File: config.mk
export PLATFORM = sky130hd
export DESIGN_NAME = fetch_queue
export DESIGN_NICKNAME = d
export VERILOG_FILES = /design/src/rtl/fetch_pkg.sv /design/src/rtl/fetch_fifo.sv /design/src/rtl/fetch_queue.sv
export SDC_FILE = /design/constraint.sdc
export NUM_CORES = 1
export LEC_CHECK = 0
export ABC_AREA = 1
export ABC_CLOCK_PERIOD_IN_PS = 9500
export CELL_PAD_IN_SITES_DETAIL_PLACEMENT = 0
export CELL_PAD_IN_SITES_GLOBAL_PLACEMENT = 2
export CORE_MARGIN = 1.5
export CORE_UTILIZATION = 38
export CTS_CLUSTER_SIZE = 14
export DETAILED_ROUTE_END_ITERATION = 8
export PLACE_DENSITY = 0.91
export SYNTH_ARGS = -nofsm -noshare
export SYNTH_HDL_FRONTEND = slang
export SYNTH_SLANG_ARGS = --single-unit
File: constraint.sdc
create_clock -name clk -period 9.5 [get_ports clk]
set_input_delay 1.425 -clock clk [delete_from_list [all_inputs] [get_ports clk]]
set_output_delay 1.425 -clock clk [all_outputs]
set_load 0.05 [all_outputs]
File: src/rtl/fetch_pkg.sv
// Shared types and constants for the instruction fetch front-end.
package fetch_pkg;
  localparam int INSTR_W    = 32;
  localparam int ENTRY_PC_W = 64;

  // Decode inserts this bubble (addi x0,x0,0) whenever out_valid is low.
  localparam logic [INSTR_W-1:0] NOP = 32'h0000_0013;

  typedef enum logic [1:0] {FETCH, WAIT, DRAIN} state_t;

  typedef struct packed {
    logic [ENTRY_PC_W-1:0] pc;
    logic [INSTR_W-1:0]    instr;
  } entry_t;
endpackage

File: src/rtl/fetch_fifo.sv
// Small synchronous FIFO holding {pc, instr} pairs; flush empties it in one cycle.
module fetch_fifo
  import fetch_pkg::*;
#(
  parameter int DEPTH = 4,
  parameter int WIDTH = 96
) (
  input  logic                       clk,
  input  logic                       reset,
  input  logic                       push,
  input  logic [WIDTH-1:0]           push_data,
  input  logic                       pop,
  input  logic                       flush,
  output logic [WIDTH-1:0]           pop_data,
  output logic                       full,
  output logic                       empty,
  output logic [$clog2(DEPTH):0]     count
);
  localparam int AW = $clog2(DEPTH);

  logic [WIDTH-1:0] mem [DEPTH];
  logic [AW-1:0]    wr_ptr, rd_ptr;
  logic [AW:0]      cnt_q;
  logic             do_push, do_pop;

  assign full    = (cnt_q == (AW+1)'(DEPTH));
  assign empty   = (cnt_q == '0);
  assign count   = cnt_q;
  assign do_push = push && !full;
  assign do_pop  = pop && !empty;
  assign pop_data = mem[rd_ptr];

  always_ff @(posedge clk) begin
    if (reset || flush) begin
      wr_ptr <= '0;
      rd_ptr <= '0;
      cnt_q  <= '0;
    end else begin
      if (do_push) wr_ptr <= wr_ptr + AW'(1);
      if (do_pop)  rd_ptr <= rd_ptr + AW'(1);
      case ({do_push, do_pop})
        2'b10:   cnt_q <= cnt_q + (AW+1)'(1);
        2'b01:   cnt_q <= cnt_q - (AW+1)'(1);
        default: cnt_q <= cnt_q;
      endcase
    end
  end

  // Storage needs no reset: nothing reads an entry before it is written.
  always_ff @(posedge clk) begin
    if (do_push) mem[wr_ptr] <= push_data;
  end
endmodule

File: src/rtl/fetch_queue.sv
// Fetch front-end: owns the fetch PC, issues one request at a time, queues responses.
//   state | meaning
//   FETCH | no request outstanding; request fetch_pc when the queue has room
//   WAIT  | request granted; next response is pushed into the queue
//   DRAIN | request outstanding but made stale by a redirect; response is dropped
module fetch_queue
  import fetch_pkg::*;
#(
  parameter int              DEPTH    = 4,
  parameter int              PC_W     = 64,
  parameter logic [PC_W-1:0] RESET_PC = '0
) (
  input  logic               clk,
  input  logic               reset,
  output logic               mem_req,
  output logic [PC_W-1:0]    mem_addr,
  input  logic               mem_gnt,
  input  logic               mem_rvalid,
  input  logic [INSTR_W-1:0] mem_rdata,
  output logic               out_valid,
  input  logic               out_ready,
  output logic [PC_W-1:0]    out_pc,
  output logic [INSTR_W-1:0] out_instr,
  input  logic               redirect_valid,
  input  logic [PC_W-1:0]    redirect_pc,
  output logic               busy
);
  localparam int AW = $clog2(DEPTH);
  localparam int EW = PC_W + INSTR_W;

  state_t          state_q, state_d;
  logic [PC_W-1:0] fetch_pc_q, fetch_pc_d;
  logic [PC_W-1:0] req_pc_q, req_pc_d;
  logic            push, pop, flush, full, empty;
  logic [AW:0]     count;
  logic [EW-1:0]   head;

  fetch_fifo #(.DEPTH(DEPTH), .WIDTH(EW)) u_fifo (
    .clk       (clk),
    .reset     (reset),
    .push      (push),
    .push_data ({req_pc_q, mem_rdata}),
    .pop       (pop),
    .flush     (flush),
    .pop_data  (head),
    .full      (full),
    .empty     (empty),
    .count     (count)
  );

  always_ff @(posedge clk) begin
    if (reset) begin
      state_q    <= FETCH;
      fetch_pc_q <= RESET_PC;
      req_pc_q   <= '0;
    end else begin
      state_q    <= state_d;
      fetch_pc_q <= fetch_pc_d;
      req_pc_q   <= req_pc_d;
    end
  end

  always_comb begin
    state_d    = state_q;
    fetch_pc_d = fetch_pc_q;
    req_pc_d   = req_pc_q;
    mem_req    = 1'b0;
    push       = 1'b0;
    flush      = 1'b0;
    if (redirect_valid) begin
      // A response landing in the redirect cycle belongs to the old path.
      flush      = 1'b1;
      fetch_pc_d = {redirect_pc[PC_W-1:2], 2'b00};
      if (state_q != FETCH) state_d = mem_rvalid ? FETCH : DRAIN;
    end else begin
      unique case (state_q)
        FETCH: begin
          mem_req = !reset && !full;
          if (mem_req && mem_gnt) begin
            req_pc_d   = fetch_pc_q;
            fetch_pc_d = fetch_pc_q + PC_W'(4);
            state_d    = WAIT;
          end
        end
        WAIT: begin
          if (mem_rvalid) begin
            push    = 1'b1;
            state_d = FETCH;
          end
        end
        DRAIN: begin
          if (mem_rvalid) state_d = FETCH;
        end
        default: state_d = FETCH;
      endcase
    end
  end

  assign mem_addr  = fetch_pc_q;
  assign out_valid = !reset && (count != '0);
  assign pop       = out_valid && out_ready && !redirect_valid;
  assign out_pc    = empty ? '0 : head[EW-1:INSTR_W];
  assign out_instr = empty ? '0 : head[INSTR_W-1:0];
  assign busy      = !reset && (state_q != FETCH);
endmodule

Word-level counts from Yosys, hierarchy flattened
Memories as Yosys holds them, arrays and structs flattened. A register that Yosys moved wholly into a read port is not among the register bits. Index checks and enable logic that the tools add are counted. Widths: inputs -> output; s select.

$add $sub $neg: 5. Eq/ne operators: 8. Mux-type cells: 22. Bitwise operators: 1. Reduce and logical (&&, ||, !) cells: 26.

Operator list (count): $mux 64 (4); $add 64x3->64 const B (1); $mux 32 (1); $mux 2 (7); $logic_and 1x1->1 (8); $mux 1 (8); $reduce_bool 2->1 (4); $pmux 3 s2 (1); $reduce_and 3->1 (2); $add 2x1->2 const B (2); $eq 2x1->1 const B (2); $eq 2x2->1 const B (2); $logic_not 1->1 (4); $pmux 2 s2 (1); $reduce_and 2->1 (2); $reduce_or 2->1 (2); $add 3x1->3 const B (1); $eq 3x3->1 const B (1); $logic_not 3->1 (1); $ne 3x1->1 const B (1); $ne 3x3->1 const B (1); $reduce_bool 3->1 (1); $sub 3x1->3 const B (1); $logic_not 2->1 (1); other kinds (3) (3).

Flip-flop bits (word level): 137. Bits in writable memories: 384. Output and inout port bits: 163. Logic and storage cells: 70. Memories kept: 1.

Memories: u_fifo.mem (depth 4, bits a word 96, read ports 1, clocked after Yosys merged registers in 1, write ports 1, line fetch_fifo.sv:21) `logic [WIDTH-1:0] mem [DEPTH];`.

Depth between registers and ports, before layout
Gate-level depths: netlist (run 1).

Word-level depth: 7. Depth in mapped cells: 12. Mapped depth without buffers: 12.

Hierarchy
Synthesis (run 1) repeated with hierarchy kept, for this count alone.

Cell total of the unflattened synthesis: 2274. Area, all modules: 22370.2 µm².

Modules (own cells, without submodules): fetch_fifo (instances 1, cells an instance 1000, area each 14766.7 µm², seq. area each 11711.2 µm²); fetch_queue (instances 1, cells an instance 1274, area each 7603.5 µm², seq. area each 2522.4 µm²).

Worst setup path before layout (run 1)
OpenSTA, ideal clock, no wires.

Kind: input to register. From: in redirect_valid. To: mem u_fifo.mem[0][0] (enable). Library setup time: 0.548 ns. Arrival: 6.068 ns. Data required time: 8.952 ns. Path slack: 2.885 ns. Stages on the path: 5. Path buffers: 2. Cell sequence: buf_2 inv_1 buf_2 nand4_2 nor2_1.

Longest elaborated chain between the ends: 4.

Ends and longest elaborated chain: start: declaration (line fetch_queue.sv:24) `input logic redirect_valid,`; $mux 1 (line fetch_queue.sv:70) `if (redirect_valid) begin`; $logic_and 1x1->1 (line fetch_fifo.sv:29) `assign do_push = push && !full;`; $mux 1 (line fetch_fifo.sv:51) `if (do_push) mem[wr_ptr] <= push_data;`; $mux 1 (not written as such) (line fetch_fifo.sv:51); end: declaration (line fetch_fifo.sv:21).

No other way between the ends.

==> results of run 1 <==
## area by class of cell
| class | instances | share of cell area (%) |
|---|---|---|
| Clock inverter | 25 | 0.814 |
| Multi-Input combinational cell | 1506 | 25.7 |
| Tap cell | 756 | 3.56 |
| Sequential cell | 511 | 52.6 |
| Inverter | 118 | 1.70 |
| Clock buffer | 68 | 5.31 |
| Timing Repair Buffer | 277 | 10.3 |
## worst min-delay path, delay by kind of cell, from the launching register on
kind / cells / cell delay [ns]
AOI/OAI and AO/OA: 1 / 0.07
buffers and inverters: 1 / 0.06
DFF: 1 / 0.30
## where the power goes
group / internal [mW] / switching (mW) / leakage [nW]
clock network: 1.13 / 0.830 / 0.795
logic: 0.104 / 0.187 / 3.84
registers: 2.42 / 0.0508 / 4.56
total: 3.65 / 1.07 / 9.19
## state kept, by name (all words and copies together), names as in the netlist, named ones only
| signal | cells |
|---|---|
| u_fifo.wr_ptr | 2 |
| req_pc_q | 62 |
| u_fifo.rd_ptr | 2 |
| mem_addr | 62 |
| u_fifo.mem | 376 |
| u_fifo.count | 3 |
| state_q | 2 |
## how the worst max path moves through the flow
stage	cells past startpoint	slack [ns]	to	startpoint
finish	5	3.75	out_pc[44]	register
global route	5	3.41	out_pc[44]	register
CTS	5	3.64	out_pc[44]	register
detailed placement	5	4.25	mem_req	redirect_valid
global placement	5	4.24	mem_req	redirect_valid
floorplan	5	2.88	u_fifo.mem[0][0]	redirect_valid
## through the flow
step           setup WS, ns  area [sq um]  instances
6_report               3.75         26600       3261
5_1_grt                3.41         26600       3261
4_1_cts                3.64         26600       3261
3_5_place_dp           4.25         25000       3168
3_3_place_gp           4.24         25000       3168
2_1_floorplan          2.88         21800       2259
## per-layer routing
layer  vias up  GRT usage (%)  wire length, microns
li1       8084              -                     -
met1      7911           29.3                 28500
met2       533           33.9                 29100
met3        84           3.05                  3960
met4         0           6.10                  1420
met5         -              0                     0
## logic make-up after synthesis
family / count (synthesis)
other cells: 1
simple gates: 1006
buf+inv: 242
flops: 511
xor+xnor: 14
fa+ha+maj: 9
compound gates: 473
## cells in the final DEF (no fill, tap or decap), types with 13 or more instances in the layout
cell	count
sky130_fd_sc_hd__a21oi_1	179
sky130_fd_sc_hd__a31oi_1	19
sky130_fd_sc_hd__buf_4	18
sky130_fd_sc_hd__clkbuf_16	53
sky130_fd_sc_hd__clkdlybuf4s50_1	256
sky130_fd_sc_hd__dfxtp_1	133
sky130_fd_sc_hd__edfxtp_1	376
sky130_fd_sc_hd__inv_1	108
sky130_fd_sc_hd__nand2_1	345
sky130_fd_sc_hd__nand3_1	64
sky130_fd_sc_hd__nand4_1	13
sky130_fd_sc_hd__nor2_1	529
sky130_fd_sc_hd__o21ai_0	236
==> metrics.log, run 1 <==
INFO  metric r2r_end = mem_addr[55]
INFO  metric synth_top_area_share = 51.8%
INFO  metric io_pins = 265
INFO  metric post_synth_and_or_nand_nor_area_fraction = 18.7%
INFO  metric min_period_over_period = 60.6%
INFO  metric netlist_top_cells_count = sky130_fd_sc_hd__nor2_1 (533), sky130_fd_sc_hd__edfxtp_1 (376), sky130_fd_sc_hd__nand2_1 (345), sky130_fd_sc_hd__o21ai_0 (236), sky130_fd_sc_hd__a21oi_1 (179)
INFO  metric outcome = finished, final reports clean
INFO  metric htree_levels = 2
INFO  metric post_synth_instance_area = 21800 sq um
INFO  metric crit_slowest_cell = sky130_fd_sc_hd__buf_4
INFO  metric setup_violations = 0
INFO  metric yosys_most_used_dff = sky130_fd_sc_hd__edfxtp_1
INFO  metric crit_path_cell_trace = inv_4 > buf_4 > o21ai_0 > a21oi_1 > clkdlybuf4s50_1
INFO  metric synth_largest_area_cell = sky130_fd_sc_hd__edfxtp_1
INFO  metric main_combinational_cell_family_by_area_after_synthesis = simple AND/OR/NAND/NOR gates
INFO  metric bufs_and_invs_on_worst_path = 3
INFO  metric hold_viol_final = 0
INFO  metric power.density_cell_area = 177 nW/um^2
INFO  metric fill_cells = 5236
INFO  metric chipWidth = 243 microns
INFO  metric vias = 16600
INFO  metric synth-compound-area-share = 11.4%
INFO  metric dp_hpwl = 40000 microns
INFO  metric layout.core_utilization = 47.1%
INFO  metric fin_crit = 5.75 ns
INFO  metric setup-tns-final = 0 ns
INFO  metric ff2ff_path_depth = 14
INFO  metric timing_worst_setup_path_type = reg2out
INFO  metric final-seq-area = 14000 sq um
INFO  metric synthArstFlopShare = 0%
INFO  metric post-synth-top-count-cell = sky130_fd_sc_hd__nor2_1
INFO  metric cpLargestDelayFamily = buffers and inverters
INFO  metric synth_enable_flop_cells = 376
INFO  metric die_height = 243 microns
INFO  metric floorplan.initialDensity = 38.6%
INFO  metric synthCells = 2256
INFO  metric finalHoldWorstSlack = 0.469 ns
INFO  metric detail_route.iter0.violations = 1212
INFO  metric clock_insertion_delay_worst_skew = 0.59 ns
INFO  metric peakVddDrop = 0.115 mV
INFO  metric clock_tree_from_tritoncts = done
INFO  metric finalWirelength = 63000 microns
INFO  metric place.gp.congestion = 0.893
INFO  metric cp-start-kind = register
INFO  metric postSynthRegisterBits = 511
INFO  metric synth_xor_area_share = 0.562%
INFO  metric core.rowCount = 87
INFO  metric worstPathMaxFanout = 110
INFO  metric whs_path_depth = 2
INFO  metric timing.max_cap.violations = 0
INFO  metric synth_mux_area_share = 0%
INFO  metric cts.root.buffer_cell = sky130_fd_sc_hd__clkbuf_16
INFO  metric postRouteAntennaNets = 0
INFO  metric design_power_total = 4.72 mW
INFO  metric synth_fa_ha_area_share = 0.551%
INFO  metric syn-mean-instance-area = 9.66 sq um
INFO  metric post_drt_via_cell_ratio = 5.09
INFO  metric maxSlewViolCount = 0
INFO  metric route.detailed.drc = 0
INFO  metric synth_cell_types = 46
INFO  metric worst-r2r-setup-slack = 6.02 ns
INFO  metric wire_length_of_the_first_global_routing_pass = 94800 microns
INFO  metric min_from = u_fifo.rd_ptr[1]
INFO  metric ctsResizeCount = 0
INFO  metric first_global_vias = 15800
INFO  metric multi_input_comb_area = 6850 sq um
INFO  metric grt_usage = 21.0%
INFO  metric layout_skew = 0.0120 ns
INFO  metric num-nets-final = 2577
INFO  metric yosys_warnings = 0
INFO  metric unrepaired_setup_endpoints_after_global_routing = no
INFO  metric timing.hold.worst.class = reg2reg
INFO  metric max_clock_buf_depth = 3
INFO  metric cts_hold_buf = 0
INFO  metric antenna_found_initial = 0
INFO  metric area_delta_synth_final = 22.0%
INFO  metric pin_count_of_the_biggest_net_entering_global_routing = 111
INFO  metric cts.sink_count = 511
INFO  metric design.core.area = 56500 sq um
INFO  metric cts_inserted_buffers = 52
INFO  metric timing.max_slew.rel_slack = 23.2%
INFO  metric routed_wire_length_per_instance = 19.3 microns
INFO  metric critical_path_arrival = 4.33 ns
INFO  metric firstDrtPassIters = 7
INFO  metric total_leakage_power = 9.19 nW
INFO  metric worstSetupEndpointType = output port
INFO  metric critical_path.reg2reg.startpoint = state_q[0]
INFO  metric postCtsSetupRepairBufs = 0
INFO  metric slowest_delay = 0.89 ns
INFO  metric post_synth_main_area_contributors = sky130_fd_sc_hd__edfxtp_1 (52%), sky130_fd_sc_hd__dfxtp_1 (12%), sky130_fd_sc_hd__nor2_1 (9.2%)
INFO  metric fp.dieArea = 58800 sq um
INFO  metric fmax = 174 MHz
INFO  metric overflow = 0
INFO  metric tightestPinTransition = 1.15 ns
INFO  metric critical_path_required = 8.08 ns
INFO  metric port_buffer_count = 258
INFO  metric clk_transition_reported_paths = 0.06 ns
INFO  metric synth_sequential_area_ratio = 64.2%
INFO  metric fraction_of_final_layout_cells_with_drive_strength_greater_than_1 = 5.79%
INFO  metric antenna_diode_count = 0
Power figures use the tool's default switching activity.
==> run 2: changes to the inputs <==
--- a/config.mk
+++ b/config.mk
@@ -6,14 +6,14 @@
 export NUM_CORES = 1
 export LEC_CHECK = 0
 export ABC_AREA = 1
-export ABC_CLOCK_PERIOD_IN_PS = 9500
+export ABC_CLOCK_PERIOD_IN_PS = 5000
 export CELL_PAD_IN_SITES_DETAIL_PLACEMENT = 0
 export CELL_PAD_IN_SITES_GLOBAL_PLACEMENT = 2
 export CORE_MARGIN = 1.5
-export CORE_UTILIZATION = 38
+export CORE_UTILIZATION = 32
 export CTS_CLUSTER_SIZE = 14
 export DETAILED_ROUTE_END_ITERATION = 8
-export PLACE_DENSITY = 0.91
+export PLACE_DENSITY = 0.82
 export SYNTH_ARGS = -nofsm -noshare
 export SYNTH_HDL_FRONTEND = slang
 export SYNTH_SLANG_ARGS = --single-unit
==> constraint.sdc (replaced) <==
create_clock -name clk -period 5 [get_ports clk]
set_input_delay 0.75 -clock clk [delete_from_list [all_inputs] [get_ports clk]]
set_output_delay 0.75 -clock clk [all_outputs]
set_load 0.05 [all_outputs]
==> run 2 against run 1 <==
Compared with the run above:
- worst setup slack lost 3.2 ns
- via count is essentially flat
- first-iteration DRC count shrank 3.5%
- routed wire length grew 5.5%
- count of clock-buffer cells in the layout is the same
- clock skew grew 0.0081 ns
==> metrics.log, run 2 (synthesis gave the netlist of run 1 again) <==
INFO  metric timing.max_slew.rel_slack = 33.5% (+10 points)
INFO  metric power.share.sequential = 49.9% (-2.4 points)
INFO  metric cp-start-kind = register
INFO  metric firstDrtPassIters = 5 (-2)
INFO  metric area_delta_synth_final = 24.2%
INFO  metric worstSetupEndpointType = output port
INFO  metric place_worst_setup_slack = 1.09 ns (-3.16 ns)
INFO  metric postRouteAntennaNets = 0 (unchanged)
INFO  metric timing.max_cap.violations = 0 (unchanged)
INFO  metric slowest_delay = 0.85 ns (-0.04 ns)
INFO  metric total_leakage_power = 9.34 nW (+1.6%)
INFO  metric chipWidth = 264 microns (+8.9%)
INFO  metric worstPathMaxFanout = 37 (-66%)
INFO  metric clock_tree_from_tritoncts = done
INFO  metric num-nets-final = 2585 (+0.31%)
INFO  metric power.density_cell_area = 347 nW/um^2 (+96%)
INFO  metric timing.hold.worst.class = reg2reg
INFO  metric io_pins = 265 (unchanged)
INFO  metric antenna_found_initial = 0 (unchanged)
INFO  metric postCtsSetupRepairBufs = 0 (unchanged)
INFO  metric setup_violations = 0 (unchanged)
INFO  metric detail_route.iter0.violations = 1170 (-3.5%)
INFO  metric power.clock.fraction = 44.1% (+2.6 points)
INFO  metric layout.core_utilization = 40.3% (-6.8 points)
INFO  metric crit_slowest_cell = sky130_fd_sc_hd__clkdlybuf4s50_1
INFO  metric power_frac_comb = 6.0% (-0.2 points)
INFO  metric outcome = finished, final reports clean
INFO  metric vias = 16600 (-0.096%)
INFO  metric fmax = 225 MHz
INFO  metric final_cell_mix = sky130_fd_sc_hd__nor2_1 (529), sky130_fd_sc_hd__edfxtp_1 (376), sky130_fd_sc_hd__nand2_1 (345)
INFO  metric cts.sink_count = 511 (unchanged)
INFO  metric maxSlewViolCount = 0 (unchanged)
INFO  metric power.switching_fraction = 22.4% (-0.22 points)
INFO  metric hold_viol_final = 0 (unchanged)
INFO  metric route.detailed.drc = 0 (unchanged)
INFO  metric fin_crit = 4.44 ns
INFO  metric critical_path_required = 4.25 ns (-3.83 ns)
INFO  metric tightestPinTransition = 0.997 ns (-0.155 ns)
INFO  metric switching_power = 2.11 mW (+97%)
INFO  metric min_period_over_period = 88.8%
INFO  metric floorplan.initialDensity = 32.4% (-6.2 points)
INFO  metric final-seq-area = 14000 sq um (unchanged)
INFO  metric unrepaired_setup_endpoints_after_global_routing = no
INFO  metric core.rowCount = 95 (+9.2%)
INFO  metric overflow = 0 (unchanged)
INFO  metric wire_length_of_the_first_global_routing_pass = 99200 microns (+4.6%)
INFO  metric design_power_total = 9.40 mW (+99%)
INFO  metric layout_skew = 0.0201 ns (+0.00808 ns)
INFO  metric crit_path_cell_trace = clkinv_2 > buf_4 > nor2_1 > o21ai_0 > a21oi_1 > clkdlybuf4s50_1
INFO  metric largest_register_ff_count = 376 (unchanged)
INFO  metric ctsResizeCount = 0 (unchanged)
INFO  metric dp_hpwl = 42600 microns (+6.6%)
INFO  metric timing_worst_setup_path_type = reg2out
INFO  metric fill_cells = 6534 (+25%)
INFO  metric post_drt_via_cell_ratio = 4.89 (-4.0%)
INFO  metric place.gp.congestion = 0.822 (-7.9%)
INFO  metric fraction_of_final_layout_cells_with_drive_strength_greater_than_1 = 6.15% (+0.36 points)
INFO  metric die_height = 264 microns (+8.9%)
INFO  metric registers.top_by_ff_count = u_fifo.mem
INFO  metric port_buffer_count = 258 (unchanged)
INFO  metric cts.root.buffer_cell = sky130_fd_sc_hd__clkbuf_16
INFO  metric setup_ws = 0.562 ns (-3.18 ns)
INFO  metric first_global_vias = 16400 (+3.9%)
INFO  metric clk_transition_reported_paths = 0.06 ns (about the same)
INFO  metric pin_count_of_the_biggest_net_entering_global_routing = 96 (-14%)
INFO  metric finalWirelength = 66400 microns (+5.5%)
INFO  metric max_clock_buf_depth = 3 (unchanged)
INFO  metric cts_inserted_buffers = 54 (+3.8%)
INFO  metric design.core.area = 67300 sq um (+19%)
INFO  metric cts_hold_buf = 0 (unchanged)
INFO  metric fp.dieArea = 69700 sq um (+19%)
INFO  metric peakVddDrop = 0.287 mV (+150%)
INFO  metric internal_power = 7.29 mW (+100%)
INFO  metric most_common_library_cell_in_the_layout_ignoring_fill_and_taps = sky130_fd_sc_hd__nor2_1
INFO  metric grt_usage = 18.7% (-2.2 points)
INFO  metric clock_insertion_delay_worst_skew = 0.60 ns (about the same)
INFO  metric htree_levels = 2 (unchanged)
INFO  metric multi_input_comb_area = 6850 sq um (unchanged)
INFO  metric critical_path_arrival = 3.69 ns (-0.64 ns)
INFO  metric routed_wire_length_per_instance = 19.6 microns (+1.4%)
## run 2: changes by cell type in the layout (fill, tap and decap cells not counted)
cell | before | now
sky130_fd_sc_hd__bufinv_16 | 3 | 8
sky130_fd_sc_hd__clkbuf_16 | 53 | 56
sky130_fd_sc_hd__clkinv_1 | 4 | 11
sky130_fd_sc_hd__inv_2 | 7 | 6
sky130_fd_sc_hd__buf_12 | 1 | 6
sky130_fd_sc_hd__clkinvlp_4 | 4 | 5
sky130_fd_sc_hd__clkinv_4 | 1 | 2
sky130_fd_sc_hd__clkbuf_1 | 12 | 9
sky130_fd_sc_hd__diode_2 | 0 | 1
sky130_fd_sc_hd__buf_4 | 18 | 19
sky130_fd_sc_hd__clkinv_2 | 12 | 9
sky130_fd_sc_hd__inv_6 | 3 | 1
## run 2: power by group through the flow
stage	Combinational, mW	Sequential [mW]	Clock (mW)
global route	0.606	4.70	4.41
CTS	0.566	4.69	4.26
detailed placement	0.563	4.78	0
floorplan	0.223	4.84	0
finish	0.563	4.69	4.14
global placement	0.559	4.77	0
## run 2: area by class of cell
| cell class | instances | share of cell area [%] |
|---|---|---|
| clock buffers | 68 | 5.45 |
| multi-input cells | 1506 | 25.3 |
| clock inverters | 33 | 1.38 |
| inverters | 118 | 1.67 |
| repair buffers | 283 | 10.5 |
| well taps | 873 | 4.03 |
| diodes | 1 | 0.00924 |
| flip-flops and latches | 511 | 51.7 |
## run 2: metrics by stage
stage,hold slack [ns],cells,instance area [sq um],TNS (ns)
finish,0.463,3393,27100,0
CTS,0.467,3392,27100,0
global route,0.503,3392,27100,0
global placement,0.451,3291,25200,0
floorplan,0.442,2259,21800,-353.61
detailed placement,0.452,3291,25200,0
## run 2: path summary, 6_finish.rpt
check,from,end,slack (ns),depth (start not counted)
setup / recovery,register,out_instr[5],0.56,6
hold / removal,u_fifo.rd_ptr[1],register,0.46,2
setup reg to reg,state_q[0],mem_addr[33],2.24,9
hold reg to reg,u_fifo.rd_ptr[1],register,0.46,2
## run 2: worst max-delay path, delay by kind of cell, from the launching register on
kind / cells / cell delay, ns
buffers and inverters: 3 / 2.03
AOI/OAI and AO/OA: 2 / 0.30
and+or+nand+nor: 1 / 0.15
DFF: 1 / 0.58
## run 2: layer usage
metal	vias up	share of wire, %	track usage, %
li1	8090	-	-
met3	93	5.5	2.92
met2	453	46	30.6
met4	0	2.7	5.53
met1	7960	45	25.6
met5	-	0	0
